**config.mk**
```make
export PLATFORM = sky130hd
export DESIGN_NAME = dcache
export DESIGN_NICKNAME = d
export VERILOG_FILES = /design/src/rtl/dcache.sv
export SDC_FILE = /design/constraint.sdc
export NUM_CORES = 1
export LEC_CHECK = 0
export BUFFER_PORTS_ARGS = -buffer_cell sky130_fd_sc_hd__buf_4
export CORE_ASPECT_RATIO = 1.75
export CORE_UTILIZATION = 40
export DETAILED_ROUTE_END_ITERATION = 7
export PLACE_DENSITY = 0.58
export REMOVE_ABC_BUFFERS = 1
export SLEW_MARGIN = 5
export SYNTH_ARGS = -nofsm -noshare
export SYNTH_HDL_FRONTEND = slang
export SYNTH_SLANG_ARGS = --single-unit
```
**constraint.sdc**
```tcl
create_clock -name clk -period 18.7 [get_ports clk]
set_clock_uncertainty 0.1 [all_clocks]
set_input_delay 2.805 -clock clk [delete_from_list [all_inputs] [get_ports clk]]
set_output_delay 2.805 -clock clk [all_outputs]
set_load 0.01 [all_outputs]
```
**src/rtl/dcache.sv**
```systemverilog
// Direct-mapped, write-back, write-allocate data cache for the M stage.
// Misses stall the pipeline through dhit while a victim writeback and/or a
// line refill runs over a 128-bit handshaked memory port.
module dcache #(
  parameter int unsigned LINES = 4
) (
  input  logic         clk,
  input  logic         reset,
  input  logic         req_valid,
  input  logic         req_we,
  input  logic         req_byte,
  input  logic [31:0]  addr,
  input  logic [31:0]  wdata,
  output logic [31:0]  rdata,
  output logic         dhit,
  output logic         mem_req,
  output logic         mem_we,
  output logic [31:0]  mem_addr,
  output logic [127:0] mem_wdata,
  input  logic [127:0] mem_rdata,
  input  logic         mem_ready
);
  localparam int unsigned IDXW = $clog2(LINES);
  localparam int unsigned TAGW = 32 - 4 - IDXW;

  typedef enum logic [1:0] {
    IDLE,
    WRITEBACK,
    REFILL
  } state_t;

  state_t state, state_next;

  logic [LINES-1:0] valid_q;
  logic [LINES-1:0] dirty_q;
  logic [TAGW-1:0]  tag_q  [LINES];
  logic [127:0]     line_q [LINES];

  logic [IDXW-1:0] index;
  logic [TAGW-1:0] tag;
  logic            hit;
  logic [6:0]      word_off;
  logic [6:0]      byte_off;
  logic [127:0]    store_line;
  logic            store_en;
  logic            refill_en;

  assign index = addr[4 +: IDXW];
  assign tag   = addr[31 -: TAGW];
  assign hit   = req_valid & valid_q[index] & (tag_q[index] == tag);
  assign dhit  = ~req_valid | ((state == IDLE) & hit);

  // Word k sits at bits [32k+31:32k]; byte lanes are big-endian, so lane n
  // of a word starts 8*(3-n) bits up, which is ~addr[1:0] scaled by 8.
  assign word_off = {addr[3:2], 5'b0};
  assign byte_off = word_off + {2'b0, ~addr[1:0], 3'b0};

  assign rdata = line_q[index][word_off +: 32];

  assign store_en  = (state == IDLE) & hit & req_we;
  assign refill_en = (state == REFILL) & mem_ready;

  // Merge the store (full word or one byte lane) into the addressed line.
  always_comb begin
    store_line = line_q[index];
    if (req_byte) begin
      store_line[byte_off +: 8] = wdata[7:0];
    end else begin
      store_line[word_off +: 32] = wdata;
    end
  end

  // State register.
  always_ff @(posedge clk) begin
    if (reset) begin
      state <= IDLE;
    end else begin
      state <= state_next;
    end
  end

  // Next-state and memory-port outputs; memory signals are zero outside a transaction.
  always_comb begin
    state_next = state;
    mem_req    = 1'b0;
    mem_we     = 1'b0;
    mem_addr   = '0;
    mem_wdata  = '0;
    case (state)
      IDLE: begin
        if (req_valid && !hit) begin
          state_next = (valid_q[index] && dirty_q[index]) ? WRITEBACK : REFILL;
        end
      end
      WRITEBACK: begin
        mem_req   = 1'b1;
        mem_we    = 1'b1;
        mem_addr  = {tag_q[index], index, 4'b0};
        mem_wdata = line_q[index];
        if (mem_ready) begin
          state_next = REFILL;
        end
      end
      REFILL: begin
        mem_req  = 1'b1;
        mem_addr = {tag, index, 4'b0};
        if (mem_ready) begin
          state_next = IDLE;
        end
      end
      default: begin
        state_next = IDLE;
      end
    endcase
  end

  // Line valid/dirty flags: cleared by reset, set by refill and store hits.
  always_ff @(posedge clk) begin
    if (reset) begin
      valid_q <= '0;
      dirty_q <= '0;
    end else if (refill_en) begin
      valid_q[index] <= 1'b1;
      dirty_q[index] <= 1'b0;
    end else if (store_en) begin
      dirty_q[index] <= 1'b1;
    end
  end

  // Tag and data arrays: refill installs a line, a store hit merges into it.
  always_ff @(posedge clk) begin
    if (!reset) begin
      if (refill_en) begin
        line_q[index] <= mem_rdata;
        tag_q[index]  <= tag;
      end else if (store_en) begin
        line_q[index] <= store_line;
      end
    end
  end

endmodule

```
-- Word level (Yosys, flattened, before mapping)
Memories as Yosys holds them, arrays and structs flattened.
Index checks and enable logic that the tools add are counted.
- ROM bits: 0
- word-level logic and storage cells: 70
- memories: 2
- bits of input ports: 198
- output and inout port bits: 195
- memory bits (writable): 616
- bits in latches: 0
- flip-flop bits (word level): 10
- reductions and logical operators: 8
- $mul: 0
- magnitude comparators: 2
- bitwise logic cells: 13
- add/sub/neg operators: 3
- muxes and demuxes: 28
- eq/ne operators: 6
- shift-type cells: 5
- div/mod/pow operators: 0
- memories (memory ; depth ; width ; read ports ; clocked after Yosys merged registers in ; write ports ; line ; source):
    line_q ; 4 ; 128 ; 1 ; 0 ; 1 ; 37 ; logic [127:0] line_q [LINES];
    tag_q ; 4 ; 26 ; 1 ; 0 ; 1 ; 36 ; logic [TAGW-1:0] tag_q [LINES];
- operators with widths (operator ; number):
    128-bit 2-to-1 mux ; 3
    128-bit bitwise mux ; 2
    32-bit by 9-bit variable shift with 128-bit output, first input constant ; 1
    8-bit by 9-bit variable shift with 128-bit output, first input constant ; 1
    128-bit by 8-bit indexed part select with 32-bit output ; 1
    32-bit by 9-bit indexed part select with 128-bit output ; 1
    8-bit by 9-bit indexed part select with 128-bit output ; 1
    32-bit case mux with 2 select lines ; 1
    26-bit == test ; 1
    7-bit negation with 9-bit output ; 2
    1-bit 2-to-1 mux ; 12
    2-bit 2-to-1 mux ; 4
    4-bit 2-to-1 mux ; 2
    4-bit bitwise OR ; 2
    7-bit by 5-bit adder with 7-bit output ; 1
    2-bit case mux with 3 select lines ; 1
    1-bit bitwise AND ; 5
    4-bit bitwise AND ; 1
    1-bit binary-select mux with 2-bit select ; 2
    2-bit != test, second input constant ; 2
    4-bit inverter ; 1
    1-bit logical AND ; 3
    2-bit by 3-bit less-than comparator with 1-bit output, second input constant ; 1
    3-bit AND reduction ; 1
    other kinds (12) ; 13

-- Depth between registers and ports, before layout
- word-level depth: 11
- depth in mapped cells: 11
- mapped depth without buffers: 9

-- Worst setup path after synthesis
OpenSTA, ideal clock, no wires.
- path kind: input-to-reg
- start: input addr[4]
- end: memory line_q[0][0], enable pin
- buffers on the path: 1
- arrival time: 16.790 ns
- stages on the path: 8
- data required time: 17.671 ns
- setup time: 0.929 ns
- setup slack: 0.881 ns
- path through: buf_2 -> mux4_2 -> xnor2_1 -> nand4_1 -> nor4_1 -> o2111ai_1 -> o21a_1 -> nor4_1
- word-level cells in the longest chain between the ends: 11
- elaborated cells between the ends (all ways): 13
- classes of those cells: eq/ne (1); mux (6); bitwise (5); memory (1)
- RTL lines (item ; line ; source):
    from (decl) ; 12 ; input logic [31:0] addr,
    parallel branches: the longest is 11 deep, another holds memory 4 x 26 bit ; -- ;
    to (decl) ; 37 ;
Parallel ways; which one is timed is not known. The select of a mux whose other input is x is not followed.

-- Worst setup path after layout
- start: input addr[5]
- end: output dhit
- word-level cells in the longest chain between the ends: 6
- elaborated cells between the ends (all ways): 8
- classes of those cells: eq/ne (1); mux (2); bitwise (4); memory (1)
- RTL lines (item ; line ; source):
    parallel branches: the longest is 3 deep, another holds memory 4 x 26 bit ; -- ;
    1-bit bitwise AND (*) ; 50 ; assign hit = req_valid & valid_q[index] & (tag_q[index] == tag);
    1-bit bitwise AND (*) ; 51 ; assign dhit = ~req_valid | ((state == IDLE) & hit);
    1-bit bitwise OR (*) ; 51 ;
    to (decl) ; 15 ; output logic dhit,
Mark *: on every way between the ends. The select of a mux whose other input is x is not followed.

==> results.py <==
metrics = {
    "outcome": {
        "status": "finished clean",
    },
    "placed_design": {
        "io_buffer_count": 388,
        "gp_congestion": 0.835,
        "dpl_worst_slack_ns": 8.42,
        "dp_hpwl_um": 57300,
    },
    "global_routing": {
        "grtUsageMet2_pct": 41.2,
        "grt_pass1_wl_um": 137000,
        "track_usage_pct": 24.4,
        "antenna_found_initial": 10,
        "gr-total-overflow": 0,
        "grt_max_degree": 133,
        "met1_usage_pct": 31.1,
        "grt_pass1_vias": 19800,
        "met3_usage_pct": 4.64,
        "top_usage_layer": "met2",
    },
    "logic_synthesis": {
        "ys.flop_type": "edfxtp_1",
        "syn_area_um2": 30600,
        "ys_seq_elements": 626,
        "ys_seq_area_share_pct": 61.2,
        "postSynthCellCount": 1887,
        "async_flop_share_pct": 0,
        "synth_top_area_share_pct": 60.5,
        "yosysMostFrequentCell": "edfxtp_1",
        "synth_cell_types": 56,
        "synth.avg_cell_area_um2": 16.2,
        "synth_area_leader_cell": "edfxtp_1",
        "synth_warnings": 0,
        "synthTopCellsByArea": "edfxtp_1, mux4_2, mux2i_1",
        "synth_edf_count": 616,
        "synth_common_cells": "edfxtp_1, mux4_2, mux2i_1, and2_1, a221oi_1",
    },
    "clocking": {
        "cts_hold_buf": 0,
        "cts_resized": 0,
        "clock_latency_ns": 0.65,
        "cts_sinks": 626,
        "cts_tree": "built",
        "cts.path.max_buffers": 3,
        "cts_setup_buffers": 0,
        "cts_buffers": 59,
        "root_buffer": "clkbuf_16",
        "cts-htree-levels": 2,
        "clk_pin_slew_ns": 0.06,
    },
    "sta": {
        "setup_viol": 0,
        "rsz0062_at_grt": "false",
        "setup_ws_ns": 8.47,
        "setup_tns_ns": 0,
        "drv_slew": 0,
        "fmax_mhz": 97.8,
        "fin_crit_sh_pct": 54.7,
        "worst_slew_pin_slew_ns": 1.25,
        "hold_viol_final": 0,
        "relSlewSlack_pct": 16.3,
        "post-route-min-period_ns": 10.23,
    },
    "floorplan": {
        "rows": 133,
        "die_h_um": 368,
        "initial_core_util_pct": 40.5,
        "die_area_um2": 77500,
        "core_um2": 75400,
        "io_pins": 393,
        "die_x_um": 211,
    },
    "route": {
        "wire_per_inst_um": 29.1,
        "postRouteAntennaNets": 0,
        "viasPerCell": 5.98,
        "firstDrtPassIters": 5,
        "drtIter0Drc": 1535,
        "vias": 19600,
        "remaining_drc_errors": 0,
        "drt-total-wl_um": 95200,
    },
    "setup_path": {
        "crit_path_start_kind": "input pin",
        "cp-end-kind": "output pin",
        "critPathMaxFanout": 70,
        "crit_arrival_ns": 7.32,
        "worstPathRequired_ns": 15.79,
        "worstSetupPathType": "in -> out",
    },
    "cells_and_area": {
        "areaGrowthSynthToFinish_pct": 18.9,
        "fillers": 6628,
        "final_core_util_pct": 48.2,
        "seq_area_um2": 18700,
        "multi_input_area_um2": 11100,
        "drive_gt1_share_pct": 36.1,
        "nets": 2413,
    },
    "pwr": {
        "power.density_nw_per_um2": 86.6,
        "ir_worst_vdd_uv": 72.1,
        "p_total_mw": 3.14,
        "p_leak_nw": 12.4,
    },
    "run": {
        "cap_violations": 0,
    },
    "min_path": {
        "hold_class": "reg -> reg",
    },
}
-- worst max-delay path, stage by stage --
cell and delay (ns):
clkbuf_8 0.49, buf_4 0.82, buf_4 0.85, mux2_2 0.44
a222oi_1 0.45, nand3_1 0.13, a211oi_1 0.43, o2111ai_1 0.41
nand2_1 0.18, buf_4 0.13
-- flip-flops by register name (all words and copies together) (netlist names), named ones only --
register / flops
line_q: 512
tag_q: 104
valid_q: 4
state: 2
-- layout make-up --
type	count	area share, %
Timing Repair Buffer	419	8.89
Multi-Input combinational cell	1077	30.7
Sequential cell	626	51.5
Clock buffer	69	4.17
Antenna cell	2	0.0138
Clock inverter	43	1.01
Tap cell	1012	3.49
Inverter	23	0.241
-- stage by stage --
stage	hold slack [ns]	instances	cell area [um^2]
floorplan	0.342	1726	29800
global placement	0.363	3157	34400
detailed placement	0.367	3157	34400
CTS	0.382	3269	36300
global route	0.418	3270	36300
finish	0.381	3271	36300
-- routing by layer --
metal	wire length, um	part of all wire, %	vias up
met5	110	0.12	-
met2	47500	50	861
li1	-	-	8357
met4	3470	3.6	16
met3	6880	7.2	177
met1	37200	39	10200
-- placed cells by master, fill, tap and decap left out, drive strengths merged, types with 6 or more instances in the layout --
master / count
and2: 128
nor2b: 25
nand3: 10
a22oi: 23
mux2i: 135
edfxtp: 616
o21ai: 6
nand2: 40
a31oi: 12
inv: 25
mux4: 178
clkinv: 33
a221oi: 126
nor3: 13
buf: 417
a21oi: 120
nor2: 15
mux2: 134
clkbuf: 71
xnor2: 18
a21o: 7
dfxtp: 10
a21boi: 8
nand2b: 7
ha: 9
-- where the power goes --
part           leakage (nW)  internal (mW)  total (mW)  switching (mW)
clock network         0.927          0.651        1.19           0.538
registers              5.63           1.56        1.56         0.00422
logic                  5.87          0.168       0.389           0.221
total                  12.4           2.38        3.14           0.764
-- path summary, 6_finish.rpt --
check                                              from                       to  slack, ns  cells after the start
worst max-delay path                            addr[5]                     dhit       8.47                     10
worst min-delay path            valid_q[0]$_SDFFE_PP0P_  valid_q[0]$_SDFFE_PP0P_       0.38                      1
worst max register to register   tag_q[2][14]$_DFFE_PP_  line_q[1][47]$_DFFE_PP_      14.50                      8
worst min register to register  valid_q[0]$_SDFFE_PP0P_  valid_q[0]$_SDFFE_PP0P_       0.38                      1
-- cells by family (layout without fill, tap and decap cells) --
kind of cell | Yosys count | count (layout) | synth area share, %
flip-flops | 626 | 626 | 61.2
multiplexers | 447 | 447 | 22.5
AO/OA/AOI/OAI | 338 | 338 | 7.86
AND/OR/NAND/NOR | 260 | 260 | 4.85
buffers and inverters | 187 | 554 | 2.67
XOR/XNOR | 19 | 19 | 0.545
adder cells (fa/ha/maj) | 9 | 9 | 0.369
other | 1 | 6 | 0.0123
Note: power is estimated with default switching activity, not from simulation.
